==> src/rtl/mux_pkg.sv <==
// mux_pkg: shared definitions for the registered N:1 scan multiplexer.
//   MODE_DIRECT / MODE_SCAN : encodings of the `mode` input.
//   clog2_min1(n)           : max(1, $clog2(n)), so a 2-channel or
//                             1-cycle-dwell build still gets 1-bit fields.
package mux_pkg;

    localparam logic MODE_DIRECT = 1'b0;
    localparam logic MODE_SCAN   = 1'b1;

    function automatic int clog2_min1(input int n);
        return (n <= 2) ? 1 : $clog2(n);
    endfunction

endpackage

==> src/rtl/mux_scan_ctr.sv <==
// mux_scan_ctr: round-robin scan pointer with per-channel dwell counter.
// Ports:
//   clk, rst   : clock, synchronous active-high reset
//   en         : advance the scan by one cycle
//   restart    : treat ptr/dcnt as 0 this cycle; with en low it clears them
//   ptr        : channel to present this cycle (already restart-adjusted)
//   wrap_next  : this cycle presents channel 0 right after channel N_CH-1
module mux_scan_ctr
    import mux_pkg::*;
#(
    parameter int N_CH  = 8,
    parameter int DWELL = 4,
    parameter int SEL_W = clog2_min1(N_CH)
) (
    input  logic             clk,
    input  logic             rst,
    input  logic             en,
    input  logic             restart,
    output logic [SEL_W-1:0] ptr,
    output logic             wrap_next
);

    localparam int                DCNT_W    = clog2_min1(DWELL);
    localparam logic [SEL_W-1:0]  LAST_CH   = SEL_W'(N_CH - 1);
    localparam logic [DCNT_W-1:0] LAST_DCNT = DCNT_W'(DWELL - 1);

    logic [SEL_W-1:0]  ptr_q;
    logic [DCNT_W-1:0] dcnt_q;
    logic              wrap_pend;   // pointer just rolled over to 0
    logic [SEL_W-1:0]  cur_ptr;
    logic [DCNT_W-1:0] cur_dcnt;
    logic              dwell_done;

    always_comb begin
        cur_ptr    = restart ? '0 : ptr_q;
        cur_dcnt   = restart ? '0 : dcnt_q;
        dwell_done = (cur_dcnt == LAST_DCNT);
    end

    assign ptr = cur_ptr;
    // The rollover is flagged when the pointer moves to 0, but reported on
    // the following scan cycle so it lines up with y_ch showing channel 0.
    assign wrap_next = en & ~restart & wrap_pend;

    always_ff @(posedge clk) begin
        if (rst) begin
            ptr_q     <= '0;
            dcnt_q    <= '0;
            wrap_pend <= 1'b0;
        end else if (en) begin
            if (dwell_done) begin
                dcnt_q    <= '0;
                ptr_q     <= (cur_ptr == LAST_CH) ? '0 : cur_ptr + SEL_W'(1);
                wrap_pend <= (cur_ptr == LAST_CH);
            end else begin
                dcnt_q    <= cur_dcnt + DCNT_W'(1);
                ptr_q     <= cur_ptr;
                wrap_pend <= 1'b0;
            end
        end else if (restart) begin
            ptr_q     <= '0;
            dcnt_q    <= '0;
            wrap_pend <= 1'b0;
        end
    end

endmodule

==> src/rtl/mux_scan_sel.sv <==
// mux_scan_sel: registered N_CH:1 multiplexer with direct and auto-scan modes.
// Ports:
//   clk, rst : clock, synchronous active-high reset
//   d        : packed channel data, channel k at d[k*W +: W]
//   sel      : channel select (direct mode)
//   mode     : 0 = direct, 1 = scan
//   en       : enable; low freezes all state and drops y_valid / wrap
//   y        : registered selected data
//   y_valid  : y holds a valid sample taken on the previous edge
//   y_ch     : channel index y was taken from
//   wrap     : one-cycle pulse when scan returns to channel 0
module mux_scan_sel
    import mux_pkg::*;
#(
    parameter int N_CH  = 8,
    parameter int W     = 1,
    parameter int SEL_W = clog2_min1(N_CH),
    parameter int DWELL = 4
) (
    input  logic                clk,
    input  logic                rst,
    input  logic [N_CH*W-1:0]   d,
    input  logic [SEL_W-1:0]    sel,
    input  logic                mode,
    input  logic                en,
    output logic [W-1:0]        y,
    output logic                y_valid,
    output logic [SEL_W-1:0]    y_ch,
    output logic                wrap
);

    logic             mode_q;
    logic             scan_en;
    logic             restart;
    logic [SEL_W-1:0] ptr;
    logic             wrap_next;
    logic [W-1:0]     sel_data;
    logic [W-1:0]     scan_data;
    logic             sel_ok;

    assign scan_en = en & (mode == MODE_SCAN);
    // Any enabled direct cycle parks the scan at channel 0 / dwell 0, and the
    // first scan cycle after direct mode starts from there regardless.
    assign restart = en & ((mode == MODE_DIRECT) | (mode_q == MODE_DIRECT));

    mux_scan_ctr #(
        .N_CH  (N_CH),
        .DWELL (DWELL),
        .SEL_W (SEL_W)
    ) u_ctr (
        .clk       (clk),
        .rst       (rst),
        .en        (scan_en),
        .restart   (restart),
        .ptr       (ptr),
        .wrap_next (wrap_next)
    );

    // Decoded selection avoids indexing past the bus when sel >= N_CH.
    always_comb begin
        sel_data  = '0;
        scan_data = '0;
        for (int k = 0; k < N_CH; k++) begin
            if (sel == SEL_W'(k)) sel_data  = d[k*W +: W];
            if (ptr == SEL_W'(k)) scan_data = d[k*W +: W];
        end
        sel_ok = (32'(sel) < N_CH);
    end

    always_ff @(posedge clk) begin
        if (rst) begin
            y       <= '0;
            y_valid <= 1'b0;
            y_ch    <= '0;
            wrap    <= 1'b0;
            mode_q  <= MODE_DIRECT;
        end else if (!en) begin
            y_valid <= 1'b0;
            wrap    <= 1'b0;
        end else begin
            mode_q <= mode;
            if (mode == MODE_SCAN) begin
                y       <= scan_data;
                y_ch    <= ptr;
                y_valid <= 1'b1;
                wrap    <= wrap_next;
            end else begin
                y       <= sel_ok ? sel_data : '0;
                y_ch    <= sel;
                y_valid <= sel_ok;
                wrap    <= 1'b0;
            end
        end
    end

endmodule

==> config.mk <==
export PLATFORM = sky130hd
export DESIGN_NAME = mux_scan_sel
export DESIGN_NICKNAME = d
export VERILOG_FILES = /design/src/rtl/mux_pkg.sv /design/src/rtl/mux_scan_ctr.sv /design/src/rtl/mux_scan_sel.sv
export SDC_FILE = /design/constraint.sdc
export NUM_CORES = 1
export LEC_CHECK = 0
export ABC_CLOCK_PERIOD_IN_PS = 4120
export CORE_MARGIN = 1.5
export CORE_UTILIZATION = 30
export DETAILED_ROUTE_END_ITERATION = 10
export HOLD_SLACK_MARGIN = 0.03
export PLACE_DENSITY = 0.65
export SKIP_LAST_GASP = 1
export SLEW_MARGIN = 20
export SYNTH_ARGS = -nofsm -noshare
export SYNTH_HDL_FRONTEND = slang
export SYNTH_HIERARCHICAL = 1
export SYNTH_SLANG_ARGS = --single-unit
==> constraint.sdc <==
create_clock -name clk -period 4.12 [get_ports clk]
set_input_delay 0.618 -clock clk [delete_from_list [all_inputs] [get_ports clk]]
set_output_delay 0.618 -clock clk [all_outputs]
set_load 0.01 [all_outputs]
# Yosys cells after proc, flatten, opt, wreduce, memory -nomap -nowiden
# Index checks and enable logic that the tools add are counted.
[word_totals] wordCells=67 ff_bits=13
[op_classes] n_reduce_logical=4 eq_ne=15 add_sub_neg=2 n_bitwise=9 n_mux=29
[ops] op="equality test 3 bit, second input constant" count=8
[ops] op="two-way mux 1 bit" count=21
[ops] op="two-way mux 3 bit" count=5
[ops] op="equality test 3 x 2 -> 1 bit, second input constant" count=4
[ops] op="equality test 3 x 1 -> 1 bit, second input constant" count=2
[ops] op="zero test 3 bit" count=2
[ops] op="two-way mux 2 bit" count=3
[ops] op="AND 1 bit" count=4
[ops] op="inverter 1 bit" count=4
[ops] op="adder 3 x 1 -> 3 bit, second input constant" count=1
[ops] op="OR reduction 3 bit" count=1
[ops] op="adder 2 x 1 -> 2 bit, second input constant" count=1
[ops] op="equality test 2 bit, second input constant" count=1
[ops] op="nonzero test 2 bit" count=1
[ops] op="bitwise OR 1 bit" count=1

# Longest topological paths before layout
# Gate-level depths: netlist of the first run.
[depth] ltp_word=14 mapped_depth=7

# Cells and area by module
# The synthesis of the first run kept the hierarchy.
[by_module_without_submodules] mod="mux_scan_sel" cells_each=39 seq_area_each_um2=140.1 area_per_inst_um2=407.9 instances=1
[by_module_without_submodules] mod="mux_scan_ctr" cells_each=32 seq_area_each_um2=120.1 area_per_inst_um2=295.3 instances=1

# Worst setup path after synthesis of the first run
# OpenSTA, ideal clock, no wires.
[synth_path] path_type="input-to-reg" start="input port mode" end="register y" arrival_time_ps=2224 required_ps=3997 n_path_buf=1 path_slack_ps=1773 stages=6 setup_ps=123 path_cell_list="buf_4 a21boi_0 nor2b_2 mux4_2 a32oi_1 a31oi_1"
[synth_via] elab_chain_len=14
[synth_rtl] element="start, declared" line="mux_scan_sel.sv:24" source="input logic mode,"
[synth_rtl] element="inverter 1 bit (no source line) (*)"
[synth_rtl] element="bitwise OR 1 bit (*)" line="mux_scan_sel.sv:44" source="assign restart = en & ((mode == MODE_DIRECT) | (mode_q == MODE_DIRECT));"
[synth_rtl] element="AND 1 bit (*)" line="mux_scan_sel.sv:44"
[synth_rtl] element="named net restart" line="mux_scan_sel.sv:34" source="logic restart;"
[synth_rtl] element="two-way mux 3 bit (*)"
[synth_rtl] element="named net ptr[0]" line="mux_scan_sel.sv:35" source="logic [SEL_W-1:0] ptr;"
[synth_rtl] element="zero test 3 bit" line="mux_scan_sel.sv:65" source="if (ptr == SEL_W'(k)) scan_data = d[k*W +: W];"
[synth_rtl] element="two-way mux 1 bit (7 in series)" line="mux_scan_sel.sv:65"
[synth_rtl] element="two-way mux 1 bit (*)" line="mux_scan_sel.sv:65"
[synth_rtl] element="two-way mux 1 bit (*)" line="mux_scan_sel.sv:82" source="if (mode == MODE_SCAN) begin"
[synth_rtl] element="end signal, assigned" line="mux_scan_sel.sv:83" source="y <= scan_data;"
[synth_rtl] element="end signal, assigned" line="mux_scan_sel.sv:88" source="y <= sel_ok ? sel_data : '0;"
[synth_rtl] element="end, declared" line="mux_scan_sel.sv:26" source="output logic [W-1:0] y,"
# The timed path passes the listed nets; every way through them passes the cells marked *.
# A chain may end at the register's enable or synchronous reset.

# Worst setup path after layout of the first run
[layout_path] start="input port en" end="register u_ctr.ptr_q[2]"
[layout_via] elab_chain_len=6
[layout_rtl] element="start, declared" line="mux_scan_sel.sv:25" source="input logic en,"
[layout_rtl] element="AND 1 bit (*)" line="mux_scan_sel.sv:44"
[layout_rtl] element="named net restart" line="mux_scan_sel.sv:34"
[layout_rtl] element="two-way mux 3 bit (*)"
[layout_rtl] element="named net ptr[1]" line="mux_scan_sel.sv:35"
[layout_rtl] element="adder 3 x 1 -> 3 bit or equality test 3 bit (tied branches)" line="mux_scan_ctr.sv:53" source="ptr_q <= (cur_ptr == LAST_CH) ? '0 : cur_ptr + SEL_W'(1);"
[layout_rtl] element="two-way mux 3 bit (*)" line="mux_scan_ctr.sv:53"
[layout_rtl] element="two-way mux 3 bit (*)" line="mux_scan_ctr.sv:51" source="if (dwell_done) begin"
[layout_rtl] element="two-way mux 3 bit (*)" line="mux_scan_ctr.sv:50" source="end else if (en) begin"
[layout_rtl] element="end signal, assigned" line="mux_scan_ctr.sv:53"
[layout_rtl] element="end signal, assigned" line="mux_scan_ctr.sv:57" source="ptr_q <= cur_ptr;"
[layout_rtl] element="end, declared" line="mux_scan_ctr.sv:27" source="logic [SEL_W-1:0] ptr_q;"
# Marks and branches as above.

==> impl_metrics.json, run 1 <==
{
  "rsz0062_at_grt": "no",
  "fin_skew_ns": 0.00763,
  "ys_types": 25,
  "cap_violations": 0,
  "gp_congestion": 0.721,
  "async_flop_share": 0,
  "via_per_inst": 4.93,
  "syn_avg_cell_area_um2": 9.90,
  "cp-start-kind": "input pin",
  "first_pass_iters": 4,
  "die_h_um": 51.4,
  "initial_core_util": 0.318,
  "drc": 0,
  "synth_area_leaders": "dfxtp_1 37%, mux4_2 9.6%, mux2i_1 8.5%, ha_1 5.3%, nor2_1 4.3%",
  "core_area_um2": 2210,
  "setup-tns-final_ns": 0,
  "yosys.area.top_type_share": 0.370,
  "num-nets-final": 111,
  "num_rows": 17,
  "grt_pass1_wl_um": 2370,
  "wl_per_cell_um": 11.2,
  "synth-edff-count": 0,
  "min-delay-start": "mode_q",
  "max-slew-margin-rel": 0.372,
  "grt_use_total": 0.123,
  "num_antenna_cells": 0,
  "syn_area_um2": 703,
  "fin_crit_ns": 2.96,
  "final-hold-violation-count": 0,
  "seq_area_frac_synth": 0.370,
  "rr_endpoint": "u_ctr/ptr_q[2]",
  "peakVddDrop_uv": 135,
  "io_pins": 21,
  "min_path_type": "flip-flop to flip-flop",
  "power_density_nw_per_um2": 271,
  "die_x_um": 51.4,
  "synth-simple-area-share": 0.210,
  "p_total_w": 0.000256,
  "clockBufferDepth": 2,
  "synth_fa_ha_area_frac": 0.0534,
  "synth_mux_area_frac": 0.181,
  "holdBufCountCts": 0,
  "overflow": 0,
  "netlist_top_cells_count": "13 x dfxtp_1, 8 x nor2_1, 6 x mux2i_1, 4 x nand2_1, 4 x nor2b_1",
  "synth_top_family_by_area": "simple AND/OR/NAND/NOR gates",
  "hold_end": "mode_q",
  "yosysMostFrequentCell": "dfxtp_1",
  "fill_cells": 225,
  "root_buffer": "clkbuf_4",
  "syn2layout_area_growth_pct": 34.3,
  "slew_viol_final": 0,
  "worstPathArrival_ns": 3.17,
  "ant_nets": 0,
  "cts-resized-gates": 0,
  "post_cts_buffers": 0,
  "reg2reg_slack_ns": 1.95,
  "synth_seq_cells": 13,
  "clock_latency_ns": 0.28,
  "cts_num_sinks": 13,
  "holdPathStages": 2,
  "htree_levels": 1,
  "crit_required_ns": 4.33,
  "synth_xor_area_frac": 0.0249,
  "status": "complete, no violations",
  "grt_max_degree": 14,
  "io_buffers": 20,
  "dieArea_um2": 2640,
  "post-route-period-util": 0.719,
  "p_leak_nw": 0.351,
  "critPathKind": "input pin to flip-flop",
  "ys_warn_count": 6,
  "grt_pass1_vias": 577,
  "endpoint_kind": "flip-flop",
  "vias": 592,
  "r2r_cells": 6,
  "netlist.top_cell.by_area": "dfxtp_1",
  "dp_hpwl_um": 1070,
  "worstMarginPinSlew_ns": 0.933,
  "yosys_most_used_dff": "dfxtp_1",
  "drive_above_1_share": 0.0978,
  "cts_made_buffers": 3,
  "clk_pin_slew_worst_paths_ns": 0.08,
  "drt_iter0_drc": 4,
  "cts_tree": "built",
  "synth_nets": 89,
  "r2r_start": "mode_q",
  "synth_compound_area_frac": 0.121,
  "syn_inst": 71,
  "setup_viol": 0,
  "antenna_found_initial": 0,
  "max_freq_mhz": 338,
  "critPathMaxFanout": 12,
  "wirelength_um": 1350
}
==> stage by stage <==
stage          area [um2]  setup slack, ns  utilization  instances  hold slack [ns]
2_1_floorplan         703             1.77            -         71            0.441
3_3_place_gp          918             1.02        0.415        116            0.464
3_5_place_dp          918            0.928        0.415        116            0.473
4_1_cts               945             1.23        0.427        120            0.483
5_1_grt               945             1.00        0.427        120            0.507
6_report              945             1.16        0.427        120            0.478
==> worst max-delay path, stage by stage <==
cell,delay [ns]
clkdlybuf4s50_1,0.68
a21boi_0,0.80
nor2b_1,0.31
ha_1,0.28
ha_1,0.27
nand3_1,0.07
a21oi_1,0.13
==> registers in the layout, indices dropped and copies added, names as in the netlist <==
| name | flops |
|---|---|
| u_ctr/wrap_pend | 1 |
| y_valid | 1 |
| u_ctr/ptr_q | 3 |
| wrap | 1 |
| u_ctr/dcnt_q | 2 |
| mode_q | 1 |
| y_ch | 3 |
| y | 1 |
==> cell families after synthesis <==
kind of cell | after synthesis
xor+xnor | 2
mux | 9
fa+ha+maj | 3
flops | 13
buf+inv | 5
compound gates | 12
simple gates | 27
==> metal layers <==
| layer | vias up | routed length, um | GRT usage |
|---|---|---|---|
| li1 | 300 | - | - |
| met2 | 10 | 669 | 0.209 |
| met4 | 0 | 24 | 0.0526 |
| met5 | - | 0 | 0 |
| met1 | 277 | 584 | 0.127 |
| met3 | 5 | 66 | 0.0614 |
==> layout by cell type, fill, tap and decap left out <==
master           instances
ha_1                     3
nand2_1                  4
nor2b_2                  2
xnor2_1                  1
nor3b_1                  2
o21bai_1                 1
and3b_1                  1
nand3_1                  3
dfxtp_1                 13
clkbuf_4                 3
nand3b_1                 2
nand2b_1                 1
xor2_1                   1
nor2_1                   8
a211oi_1                 3
a32oi_1                  1
a31oi_1                  2
inv_1                    2
nor2b_1                  4
a21oi_1                  3
a21boi_0                 1
mux2i_1                  6
o221a_2                  1
clkbuf_1                 1
mux4_2                   3
clkdlybuf4s50_1         20
==> layout make-up <==
class                   count  area [um2]  area share
flip-flops and latches     13         260       0.275
clock buffers               4        26.3      0.0278
repair buffers             20         200       0.212
inverters                   2        7.51     0.00795
multi-input cells          53         415       0.440
well taps                  28        35.0      0.0371
==> report_power, final <==
group	total [W]	internal [W]	leakage, nW	switching [W]
clock	0.0000784	0.0000376	0.0150	0.0000408
sequential	0.000132	0.000130	0.106	0.00000171
combinational	0.0000456	0.0000274	0.230	0.0000182
total	0.000256	0.000195	0.351	0.0000607
==> worst max path at each step <==
stage | start | end | slack, ns | cells after the start
2_1_floorplan | mode | y | 1.77 | 6
3_3_place_gp | en | y | 1.02 | 6
3_5_place_dp | en | y | 0.93 | 6
4_1_cts | en | y | 1.23 | 6
5_1_grt | en | y | 1.00 | 6
6_report | en | u_ctr/ptr_q[2] | 1.16 | 7
Power figures use the tool's default switching activity.
==> run 2: changes to the inputs <==
- ABC_CLOCK_PERIOD_IN_PS: 4120 -> 2700
- PLACE_DENSITY: 0.65 -> 0.67
- clock period: 4.12 -> 2.7 ns (I/O delays scaled with it)
==> run 2 against run 1 <==
  * Utilization grew 1.0 points
  * Power is 54% higher
  * Cell area grew 2.4%
  * Final cell count grew 2.5%
  * Routed wire length is 2.6% higher
  * Highest routed layer unchanged
==> impl_metrics.json, run 2 (synthesis gave the netlist of run 1 again) <==
{
  "first_pass_iters": 4,
  "cp-start-kind": "input pin",
  "grt_pass1_wl_um": 2350,
  "dp_hpwl_um": 1070,
  "initial_core_util": 0.318,
  "power_density_nw_per_um2": 407,
  "critPathMaxFanout": 6,
  "fin_skew_ns": 0.00354,
  "holdBufCountCts": 0,
  "power_frac_comb": 0.187,
  "max-slew-margin-rel": 0.691,
  "cap_violations": 0,
  "via_per_inst": 4.79,
  "fin_crit_ns": 2.02,
  "p_sw_frac": 0.236,
  "drive_above_1_share": 0.126,
  "clock_latency_ns": 0.28,
  "final_cell_mix": "20 x clkdlybuf4s50_1, 13 x dfxtp_1, 8 x nor2_1",
  "cts-resized-gates": 0,
  "reg_top3": "u_ctr/ptr_q x3, y_ch x3, u_ctr/dcnt_q x2",
  "grt_use_total": 0.120,
  "min_path_type": "flip-flop to flip-flop",
  "core_area_um2": 2210,
  "status": "complete, no violations",
  "crit_path_cell_trace": "clkdlybuf4s50_1 -> a21boi_0 -> buf_4 -> nor2b_1 -> ha_1 -> ha_1 -> nand3_1 -> a21oi_1",
  "cp_slowest_stage_delay_ns": 0.48,
  "num_antenna_cells": 0,
  "drt_iter0_drc": 3,
  "r2r_start": "mode_q",
  "dp_slack_ns": 0.371,
  "setup_viol": 0,
  "drc": 0,
  "die_x_um": 51.4,
  "dieArea_um2": 2640,
  "worstPathArrival_ns": 2.17,
  "p_switching_w": 0.0000930,
  "post-route-period-util": 0.749,
  "max_freq_mhz": 495,
  "io_buffers": 20,
  "root_buffer": "clkbuf_4",
  "critPathLaunch": "mode",
  "clk_pin_slew_worst_paths_ns": 0.08,
  "cts_num_sinks": 13,
  "num_rows": 17,
  "post_cts_buffers": 0,
  "pwr-share-clk": 0.303,
  "vias": 589,
  "cts_tree": "built",
  "endpoint_kind": "flip-flop",
  "fill_cells": 223,
  "seq_power_share": 0.510,
  "internal_power_w": 0.000300,
  "htree_levels": 1,
  "final-hold-violation-count": 0,
  "register_area_um2": 260,
  "peakVddDrop_uv": 211,
  "min-delay-start": "mode_q",
  "crit_required_ns": 2.84,
  "overflow": 0,
  "layout_setup_ws_ns": 0.678,
  "cts_made_buffers": 3,
  "slew_viol_final": 0,
  "grt_pass1_vias": 549,
  "p_leak_nw": 0.366,
  "grt_max_degree": 14,
  "wirelength_um": 1380,
  "io_pins": 21,
  "rsz0062_at_grt": "no",
  "syn2layout_area_growth_pct": 37.5,
  "worstMarginPinSlew_ns": 0.462,
  "wl_per_cell_um": 11.2,
  "num-nets-final": 114,
  "clockBufferDepth": 2,
  "postLayoutCoreUtil": 0.437,
  "antenna_found_initial": 0,
  "die_h_um": 51.4,
  "setup-tns-final_ns": 0,
  "crit_path_top_delay_cell": "clkdlybuf4s50_1",
  "cp_common_cell": "ha_1",
  "critPathKind": "input pin to flip-flop",
  "gp_congestion": 0.781,
  "final_common_cell": "clkdlybuf4s50_1",
  "ant_nets": 0,
  "multi_input_area_um2": 415
}
## run 2: changes by cell type in the layout (fill, tap and decap cells not counted)
cell,change
buf_4,+3
## run 2: final timing paths
kind | to | slack [ns] | cells after the start
max | u_ctr/ptr_q[2] | 0.68 | 8
min | mode_q | 0.48 | 2
max reg2reg | u_ctr/ptr_q[2] | 0.96 | 7
min reg2reg | mode_q | 0.48 | 2
## run 2: critical path, delay by kind of cell
kind	cells	cell delay, ns
AOI/OAI and AO/OA	2	0.19
and+or+nand+nor	2	0.44
adders and majority gates	2	0.47
buffers and inverters	2	0.66
## run 2: power groups by stage
stage	clock [W]	sequential (W)	combinational, W
after global placement	0	0.000205	0.0000734
final	0.000119	0.000201	0.0000736
after detailed placement	0	0.000206	0.0000735
after floorplan	0	0.000208	0.0000308
after CTS	0.000125	0.000201	0.0000740
after global routing	0.000132	0.000202	0.0000802
## run 2: final cells by class
class                   count  area share
multi-input cells          53       0.429
inverters                   2     0.00776
well taps                  28      0.0362
clock buffers               4      0.0272
repair buffers             23       0.230
flip-flops and latches     13       0.269
## run 2: metal layers
layer,share of wire,track usage
met4,0.0080,0.0395
met1,0.46,0.147
met3,0.066,0.0526
met2,0.46,0.188
met5,0,0
## run 2: through the flow
| stage | area [um2] | instances | hold WS [ns] | power, W |
|---|---|---|---|---|
| floorplan | 703 | 71 | 0.441 | 0.000238 |
| global placement | 941 | 119 | 0.473 | 0.000279 |
| detailed placement | 941 | 119 | 0.472 | 0.000279 |
| CTS | 967 | 123 | 0.484 | 0.000400 |
| global route | 967 | 123 | 0.500 | 0.000414 |
| finish | 967 | 123 | 0.481 | 0.000394 |
